==> src/rtl/apb_slave_regfile.sv <==
// APB completer terminating transfers into a DEPTH-word register file, with
// WAIT_STATES stall cycles per transfer and PSLVERR on misaligned/out-of-range addresses.
module apb_slave_regfile #(
  parameter int ADDR_WIDTH  = 32,
  parameter int DATA_WIDTH  = 32,
  parameter int DEPTH       = 16,
  parameter int WAIT_STATES = 1
) (
  input  logic                  PCLK,
  input  logic                  PRESETn,
  input  logic [ADDR_WIDTH-1:0] PADDR,
  input  logic                  PSEL,
  input  logic                  PENABLE,
  input  logic                  PWRITE,
  input  logic [DATA_WIDTH-1:0] PWDATA,
  output logic                  PREADY,
  output logic [DATA_WIDTH-1:0] PRDATA,
  output logic                  PSLVERR
);

  localparam int         IDX_W = $clog2(DEPTH);
  localparam logic [3:0] WS    = 4'(WAIT_STATES);

  typedef enum logic {IDLE, ACCESS} state_t;

  state_t                             state, state_nxt;
  logic   [3:0]                       cnt, cnt_nxt;
  logic   [IDX_W-1:0]                 idx_q;
  logic                               wr_q, legal_q;
  logic   [DEPTH-1:0][DATA_WIDTH-1:0] regs;

  logic             setup, legal;
  logic [IDX_W-1:0] idx;

  // DEPTH is a power of two, so "idx < DEPTH" reduces to the upper address bits being zero.
  assign setup = (state == IDLE) && PSEL && !PENABLE;
  assign idx   = PADDR[IDX_W+1:2];
  assign legal = (PADDR[1:0] == 2'b00) && (PADDR[ADDR_WIDTH-1:IDX_W+2] == '0);

  always_ff @(posedge PCLK or negedge PRESETn) begin
    if (!PRESETn) begin
      state <= IDLE;
      cnt   <= '0;
    end else begin
      state <= state_nxt;
      cnt   <= cnt_nxt;
    end
  end

  always_comb begin
    state_nxt = state;
    cnt_nxt   = cnt;
    PREADY    = 1'b0;
    case (state)
      IDLE: begin
        if (setup) begin
          state_nxt = ACCESS;
          cnt_nxt   = WS;
        end
      end
      ACCESS: begin
        if (!PSEL) begin
          state_nxt = IDLE;
        end else if (PENABLE) begin
          if (cnt != 4'd0) begin
            cnt_nxt = cnt - 4'd1;
          end else begin
            PREADY    = 1'b1;
            state_nxt = IDLE;
          end
        end
      end
      default: state_nxt = IDLE;
    endcase
  end

  assign PSLVERR = PREADY && !legal_q;

  // Read data is fetched at setup so it is stable for the whole access phase.
  always_ff @(posedge PCLK or negedge PRESETn) begin
    if (!PRESETn) begin
      idx_q   <= '0;
      wr_q    <= 1'b0;
      legal_q <= 1'b0;
      PRDATA  <= '0;
      regs    <= '0;
    end else begin
      if (setup) begin
        idx_q   <= idx;
        wr_q    <= PWRITE;
        legal_q <= legal;
        if (!PWRITE) PRDATA <= legal ? regs[idx] : '0;
      end
      if (PREADY && wr_q && legal_q) regs[idx_q] <= PWDATA;
    end
  end

endmodule

==> config.mk <==
export PLATFORM = sky130hd
export DESIGN_NAME = apb_slave_regfile
export DESIGN_NICKNAME = d
export VERILOG_FILES = /design/src/rtl/apb_slave_regfile.sv
export SDC_FILE = /design/constraint.sdc
export NUM_CORES = 1
export LEC_CHECK = 0
export ABC_AREA = 1
export BUFFER_PORTS_ARGS = -buffer_cell sky130_fd_sc_hd__buf_2
export CORE_MARGIN = 1
export CORE_UTILIZATION = 50
export CTS_BUF_LIST = sky130_fd_sc_hd__clkbuf_4
export CTS_CLUSTER_DIAMETER = 50
export DETAILED_ROUTE_END_ITERATION = 8
export PLACE_DENSITY = 0.67
export REMOVE_ABC_BUFFERS = 1
export SLEW_MARGIN = 0
export SYNTH_ARGS = -nofsm -noshare
export SYNTH_HDL_FRONTEND = slang
export SYNTH_SLANG_ARGS = --single-unit
==> constraint.sdc <==
create_clock -name PCLK -period 3.8 [get_ports PCLK]
set_clock_uncertainty 0.05 [all_clocks]
set_input_delay 0.57 -clock PCLK [delete_from_list [all_inputs] [get_ports PCLK]]
set_output_delay 0.57 -clock PCLK [all_outputs]
set_load 0.005 [all_outputs]
Yosys cells after proc, flatten, opt, wreduce, memory -nomap -nowiden
Index checks and enable logic that the tools add are counted.

cells by class
  shifts and indexed selects = 0
  bitwise logic cells = 2
  div/mod/pow operators = 0
  multipliers = 0
  reduce and logical (&&, ||, !) cells = 14
  add/sub/neg operators = 1
  equality and inequality tests = 4
  mux-type cells = 20
  magnitude comparators = 3

operator list
  operator                                             number
  bitwise mux 512 bit                                  1
  binary-select mux 32 bit (select 4 bit)              1
  demux 32 bit (select 4 bit)                          1
  two-way mux 32 bit                                   3
  zero test 26 bit                                     1
  two-way mux 4 bit                                    4
  < comparator 4 x 5 -> 1 bit, second input constant   2
  two-way mux 1 bit                                    8
  case mux 4 bit (2 select lines)                      1
  logical AND 1 bit                                    7
  != test 2 bit, second input constant                 3
  >= comparator 4 x 1 -> 1 bit, second input constant  1
  AND reduction 4 bit                                  1
  nonzero test 4 bit                                   1
  subtractor 4 x 1 -> 4 bit, second input constant     1
  zero test 1 bit                                      2
  zero test 2 bit                                      1
  != test 2 x 1 -> 1 bit, second input constant        1
  inverter 1 bit                                       2
  case mux 1 bit (2 select lines)                      1
  AND reduction 2 bit                                  1

word-level totals
  bits of input ports = 69
  bits in latches = 0
  output and inout port bits = 34
  memory bits (read-only) = 0
  bits in writable memories = 0
  flip-flop bits (word level) = 555
  memories kept = 0
  word-level logic and storage cells = 66

Depth between registers and ports, before layout
Gate-level depths: netlist of run 1.

  depth in word-level cells = 7
  gate-level depth with buffers = 11
  gate-level depth less buffers = 11

Worst setup path after synthesis of run 1
No wires, ideal clock.

  path kind = register to register
  from = reg cnt[0]
  to = reg regs[116] in the netlist's numbering
  required time = 3.619 ns
  clock period less this slack = 1.892 ns
  library setup time = 0.131 ns
  buffers on the path = 2
  path slack = 1.908 ns
  cell stages (with the launch flop) = 11
  arrival = 1.712 ns
  path through = dfrtp_1 -> inv_1 -> ha_1 -> nand3_1 -> or2_4 -> nor2_8 -> buf_12 -> nand3_4 -> clkbuf_8 -> nand2_1 -> o21ai_2

on the way
  longest elaborated chain between the ends = 7

RTL lines
  element                         RTL line  source
  start, declared                 27        logic [3:0] cnt, cnt_nxt;
  start signal, assigned          46        cnt <= cnt_nxt;
  nonzero test 4 bit              65        if (cnt != 4'd0) begin
  two-way mux 1 bit               65
  two-way mux 1 bit               64        end else if (PENABLE) begin
  two-way mux 1 bit               62        if (!PSEL) begin
  two-way mux 1 bit               54        case (state)
  logical AND 1 bit (2 in a row)  94        if (PREADY && wr_q && legal_q) regs[idx_q] <= PWDATA;
  end signal, assigned            86        regs <= '0;
  end signal, assigned by index   94
  end, declared                   30        logic [DEPTH-1:0][DATA_WIDTH-1:0] regs;

No other way between the ends.
A chain may end at the register's enable or synchronous reset.

Worst setup path in the final report of run 1
  from = in PADDR[29]
  to = reg PRDATA[12]

on the way
  longest elaborated chain between the ends = 3

RTL lines
  element               RTL line  source
  start, declared       11        input logic [ADDR_WIDTH-1:0] PADDR,
  zero test 26 bit      38        assign legal = (PADDR[1:0] == 2'b00) && (PADDR[ADDR_WIDTH-1:IDX_W+2] == '0);
  logical AND 1 bit     38
  two-way mux 32 bit    92        if (!PWRITE) PRDATA <= legal ? regs[idx] : '0;
  end signal, assigned  92
  end, declared         17        output logic [DATA_WIDTH-1:0] PRDATA,

No other way between the ends.

==> metrics.md, run 1 <==
| Metric | Value |
|---|---|
| Status | `completed` |
| Fin crit share | `93.1%` |
| Number of global-route vias before repair | `21.0k` |
| CP Launch Type | `primary input` |
| Final worst path period need | `3540 ps` |
| Seq/Total Area, Yosys | `54.7%` |
| Routed len/inst | `17.8 um` |
| CP max FO | `17` |
| Clock sink count | `555` |
| TritonCTS clock tree | `done` |
| Syn Inst Count | `3061` |
| Synth-to-layout area growth | `10.4%` |
| PortBufs | `102` |
| Clock-pin slew on the worst setup and hold paths | `70 ps` |
| Hold WC Path Type | `in2reg` |
| R2R Setup Slk | `940 ps` |
| RSZ-0062 raised after global routing | `false` |
| Total CTS buffers | `149` |
| Router iterations before antenna repair | `6` |
| #FFs+latches synth | `555` |
| Leakage | `13.1 nW` |
| Clock Root Buffer | `clkbuf_4` |
| Starting density of the core | `50.7%` |
| Die Width | `227 um` |
| Required @ worst endpoint | `4670 ps` |
| DRC | `0` |
| Die area | `51700 um2` |
| Worst-case clock buffer depth | `3` |
| Avg Vias per Cell | `5.53` |
| Routed vias | `21.7k` |
| Cell area after layout | `28000 um2` |
| Final Max Slew Viols | `0` |
| Post-DP HPWL | `35400 um` |
| DP Area | `25800 um2` |
| Synth unique cells | `28` |
| DR iter-0 viols | `2252` |
| Fillers | `4707` |
| WS Path Type | `in2reg` |
| First-pass GRT wire length | `113000 um` |
| Final setup violation count | `0` |
| Reg area | `13900 um2` |
| Initial antenna violation count | `2` |
| CP Capture Type | `flop` |
| Worst VDD drop | `0.222 mV` |
| CP Data Arrival Time | `4400 ps` |
| Detail Route Antenna Nets | `0` |
| Fraction of layout cells with a size suffix above 1 | `13.3%` |
| Clk Latency, worst-skew pair | `990 ps` |
| Row count | `82` |
| Post-Route Hold Slack | `71.9 ps` |
| Multi-input logic area | `9800 um2` |
| Max-cap violations | `0` |
| Highest clock rate | `283 MHz` |
| RD Place Congestion | `0.788` |
| IO Count | `103` |
| Die Y-Extent | `227 um` |
| Slew @ Worst Pin | `1160 ps` |
| Final hold vios | `0` |
| Pwr/cell area | `430 nW/um2` |
| Syn avg cell area | `8.29 um2` |
| H-tree depth | `4` |
| Largest net degree at the start of global routing | `172` |
| Yosys Warn Count | `0` |
| Rel. slew slack | `22.9%` |
| Final WL | `69800 um` |
| Gr ovfl total | `0` |
| Total track usage | `28.4%` |
| Mapped cell area | `25400 um2` |
| Core ar. | `50100 um2` |
| Fin nets | `3215` |
## metal layers
layer  vias to the layer above  track usage, %  share of wire (%)
li1                      10300               -                  -
met1                     10500            38.0                 43
met2                       803            45.8                 48
met3                       121            5.98                6.9
met4                         0            9.89                2.1
met5                         -               0                  0
## area by class of cell
cell class,count,share of cell area [%]
flip-flops and latches,555,49.6
multi-input cells,2189,35.0
clock buffers,226,6.05
repair buffers,175,4.75
well taps,672,3.00
inverters,75,1.03
clock inverters,31,0.607
diodes,5,0.0446
## metrics by stage
step / utilization, % / power [W] / setup slack (ps) / cells / setup TNS [ps]
floorplan: - / 0.00643 / -960 / 2819 / -30720
global placement: 51.6 / 0.00685 / 928 / 3636 / 0
detailed placement: 51.6 / 0.00688 / 886 / 3636 / 0
CTS: 56.0 / 0.0122 / 416 / 3923 / 0
global route: 56.0 / 0.0126 / 224 / 3926 / 0
finish: 56.0 / 0.0121 / 261 / 3928 / 0
## power breakdown
group          leakage, nW  internal, W  switching (W)  total [W]
combinational         4.20     0.000208       0.000622   0.000830
sequential            7.74      0.00594      0.0000135    0.00595
clock                 1.14      0.00283        0.00245    0.00528
## what timing repair did
item                      4_1_cts  5_1_grt
buffers inserted                0        0
gates resized for setup         0        0
hold endpoints to repair      257        0
hold buffers                   30        0
## kinds of logic after synthesis
group / after synthesis / share of synthesized area [%]
buffers and inverters: 317 / 6.69
AO/OA/AOI/OAI: 522 / 10.7
AND/OR/NAND/NOR: 1666 / 27.8
adder cells (fa/ha/maj): 1 / 0.0493
flip-flops: 555 / 54.7
## cell usage in the layout (no fill, tap or decap), drive strengths merged
cell type / synthesis / final
buf: 87 / 144
nand3: 499 / 499
dlygate4sd3: 0 / 30
o31ai: 1 / 1
inv: 75 / 84
a21boi: 1 / 1
nor3: 1 / 1
or2: 1 / 1
bufinv: 0 / 2
dfrtp: 555 / 555
clkbuf: 155 / 227
nor2: 34 / 34
ha: 1 / 1
clkinv: 0 / 20
diode: 0 / 5
and2: 1 / 1
a21oi: 1 / 1
nand2: 1130 / 1130
o21ai: 519 / 519
## sequential cells by signal (all words and copies together) (netlist names)
register / count
wr_q: 1
idx_q: 4
PRDATA: 32
cnt: 4
regs: 512
legal_q: 1
state: 1
## worst max-delay path, cell delays in order
cell           delay, ps
dlygate4sd3_1        530
buf_2                120
inv_1                 40
nand2_1               30
dlygate4sd3_1        550
nor2_1                80
dlygate4sd3_1        550
nand2_1               50
nor2_1               100
dlygate4sd3_1        550
nand2_1               90
nor2_4               640
buf_12               280
nand3_1              130
nand2_1               90
## synthesized netlist by cell type (all sizes together)
| master | n | area (um2) |
|---|---|---|
| buf | 87 | 784 |
| o21ai | 519 | 2700 |
| nor3 | 1 | 5.00 |
| o31ai | 1 | 7.51 |
| and2 | 1 | 6.26 |
| nand3 | 499 | 2650 |
| clkbuf | 155 | 632 |
| a21oi | 1 | 5.00 |
| nand2 | 1130 | 4240 |
| or2 | 1 | 8.76 |
| nor2 | 34 | 146 |
| ha | 1 | 12.5 |
| dfrtp | 555 | 13900 |
| a21boi | 1 | 7.51 |
| inv | 75 | 282 |
## path summary, 6_finish.rpt
| path | startpoint | endpoint | cells past startpoint |
|---|---|---|---|
| min in group asynchronous | PRESETn | regs[286]$_DFFE_PN0P_ | 2 |
| min | PWDATA[21] | regs[277]$_DFFE_PN0P_ | 3 |
| max reg2reg | cnt[0]$_DFFE_PN0P_ | regs[459]$_DFFE_PN0P_ | 9 |
| max in group asynchronous | PRESETn | regs[183]$_DFFE_PN0P_ | 3 |
| min reg2reg | PRDATA[9]$_DFFE_PN0P_ | PRDATA[9]$_DFFE_PN0P_ | 2 |
| max | PADDR[29] | PRDATA[12]$_DFFE_PN0P_ | 15 |
(Power assumes the default switching activity.)
==> inputs of run 2 (changes only) <==
Clock period 3.8 ns to 3.3 ns, I/O delays scaled along.
==> metrics.md, run 2 (synthesized netlist as in run 1, its figures left out) <==
| Metric | Value |
|---|---|
| Die area | `51700 um2 (unchanged)` |
| Final core occ | `56.8% (was 56.0%)` |
| Final WL | `73000 um (was 69800 um)` |
| Worst-case clock buffer depth | `3 (unchanged)` |
| Most flops, register | `regs (unchanged)` |
| Multi-input logic area | `9800 um2 (unchanged)` |
| Rel. slew slack | `29.8% (was 22.9%)` |
| Slowest CP cell | `dlygate4sd3_1 (was nor2_4)` |
| CP Launch Type | `primary input (unchanged)` |
| Fraction of layout cells with a size suffix above 1 | `13.8% (was 13.3%)` |
| Pwr/cell area | `490 nW/um2 (was 430 nW/um2)` |
| First-pass GRT wire length | `117000 um (was 113000 um)` |
| Die Y-Extent | `227 um (unchanged)` |
| Final hold vios | `0 (unchanged)` |
| Fillers | `4703 (was 4707)` |
| Synth-to-layout area growth | `12.1% (was 10.4%)` |
| Status | `completed (unchanged)` |
| Core ar. | `50100 um2 (unchanged)` |
| Slew @ Worst Pin | `1050 ps (was 1160 ps)` |
| WS Path Type | `in2reg (unchanged)` |
| Total CTS buffers | `147 (was 149)` |
| CP Capture Type | `flop (unchanged)` |
| DRC | `0 (unchanged)` |
| R2R Setup Slk | `730 ps (was 940 ps)` |
| Gr ovfl total | `0 (unchanged)` |
| Clk Latency, worst-skew pair | `980 ps (was 990 ps)` |
| H-tree depth | `4 (unchanged)` |
| CP max FO | `18 (was 17)` |
| Cell area after layout | `28400 um2 (was 28000 um2)` |
| Fin nets | `3255 (was 3215)` |
| Reg-to-reg startpoint | `cnt[0]$_DFFE_PN0P_ (unchanged)` |
| Router iterations before antenna repair | `8 (was 6)` |
| IO Count | `103 (unchanged)` |
| Routed len/inst | `18.4 um (was 17.8 um)` |
| Cell Chain, Critical Path | `dlygate4sd3_1 -> buf_2 -> inv_1 -> nand2_1 -> dlygate4sd3_1 -> nor2_1 -> dlygate4sd3_1 -> nand2_1 -> nor2_1 -> nand2_1 -> nor2_4 -> buf_4 -> buf_4 -> nand3_1 -> nand2_1 (was dlygate4sd3_1 -> buf_2 -> inv_1 -> nand2_1 -> dlygate4sd3_1 -> nor2_1 -> dlygate4sd3_1 -> nand2_1 -> nor2_1 -> dlygate4sd3_1 -> nand2_1 -> nor2_4 -> buf_12 -> nand3_1 -> nand2_1)` |
| RD Place Congestion | `0.776 (was 0.788)` |
| DR iter-0 viols | `2724 (was 2252)` |
| Biggest regs | `regs: 512 flops, PRDATA: 32 flops (unchanged)` |
| Final setup violation count | `0 (unchanged)` |
| Highest clock rate | `348 MHz` |
| CP delay by family, top | `buffers and inverters (unchanged)` |
| Final Max Slew Viols | `0 (unchanged)` |
| Routed vias | `22.1k (was 21.7k)` |
| Bufs and invs on worst path | `7 (unchanged)` |
| Setup_tns | `0 ps (unchanged)` |
| PortBufs | `102 (unchanged)` |
| Total track usage | `29.5% (was 28.4%)` |
| Final non-filler cell total | `3967 (was 3928)` |
| TritonCTS clock tree | `done (unchanged)` |
| CP startpoint | `PADDR[29] (unchanged)` |
| CP Data Arrival Time | `3730 ps (was 4400 ps)` |
| Fin crit share | `87.1%` |
| Clock sink count | `555 (unchanged)` |
| Reg area | `13900 um2 (unchanged)` |
| Detail Route Antenna Nets | `0 (unchanged)` |
| Leakage | `13.3 nW (was 13.1 nW)` |
| RSZ-0062 raised after global routing | `false (unchanged)` |
| Max-cap violations | `0 (unchanged)` |
| Max incr delay on CP | `550 ps (was 640 ps)` |
| Required @ worst endpoint | `4150 ps (was 4670 ps)` |
| Most frequent cells in the layout | `1130 x nand2_1, 555 x dfrtp_1, 483 x nand3_1 (unchanged)` |
| Post-DP HPWL | `37800 um (was 35400 um)` |
| Commonest non-fill, non-tap cell in the layout | `nand2_1 (unchanged)` |
| Number of flip-flops in the largest register | `512 (unchanged)` |
| Avg Vias per Cell | `5.58 (was 5.53)` |
| Placed instance count | `3664 (was 3636)` |
| Design Power | `0.0139 W (was 0.0121 W)` |
| Post-CTS Setup Repair Bufs | `0 (unchanged)` |
| Initial antenna violation count | `2 (unchanged)` |
| Row count | `82 (unchanged)` |
| Final worst path period need | `2870 ps` |
| Die Width | `227 um (unchanged)` |
| Hold WC Path Type | `in2async (was in2reg)` |
| Clock-pin slew on the worst setup and hold paths | `60 ps (was 70 ps)` |
| Largest net degree at the start of global routing | `130 (was 172)` |
| Starting density of the core | `50.7% (unchanged)` |
| Clock Root Buffer | `clkbuf_4 (unchanged)` |
| Crit path top cell by count | `nand2_1` |
| Worst VDD drop | `0.316 mV (was 0.222 mV)` |
| Number of global-route vias before repair | `21.4k (was 21.0k)` |
| DP Area | `26100 um2 (was 25800 um2)` |
## run 2: power by group
group | leakage (nW) | internal (W) | switching [W]
logic | 4.43 | 0.000284 | 0.000739
clock network | 1.12 | 0.00320 | 0.00285
registers | 7.74 | 0.00684 | 0.0000174
total | 13.3 | 0.0103 | 0.00360
## run 2: metal layers
layer	up-vias	share of wire, %	GRT usage, %
met3	141	7.6	6.13
li1	10400	-	-
met1	10700	44	40.7
met5	-	0	0
met4	0	2.6	10.5
met2	905	46	46.2
## run 2: area by class of cell
type	count	share of cell area [%]
Sequential cell	555	48.8
Multi-Input combinational cell	2189	34.5
Timing Repair Buffer	217	6.22
Clock buffer	221	5.83
Tap cell	672	2.96
Inverter	75	1.02
Clock inverter	36	0.673
Antenna cell	2	0.0176
## run 2: stage by stage
| step | worst slack [ps] | hold WS, ps |
|---|---|---|
| after CTS | 427 | 72.9 |
| after floorplan | -1390 | 149 |
| after global routing | 385 | 105 |
| after detailed placement | 761 | 411 |
| final | 425 | 174 |
| after global placement | 837 | 415 |
## run 2: repair_timing
action | 4_1_cts | 5_1_grt
endpoints found under the hold margin | 591 | 0
gates resized for setup | 0 | 0
hold buffers | 44 | 0
## run 2: path summary, 6_finish.rpt
| kind | end | depth (start not counted) |
|---|---|---|
| setup reg to reg | regs[298]$_DFFE_PN0P_ | 9 |
| hold reg to reg | PRDATA[23]$_DFFE_PN0P_ | 2 |
| min in group PCLK | idx_q[0]$_DFFE_PN0P_ | 4 |
| hold / removal | regs[94]$_DFFE_PN0P_ | 2 |
| setup / recovery | PRDATA[0]$_DFFE_PN0P_ | 15 |
| max in group asynchronous | regs[343]$_DFFE_PN0P_ | 3 |
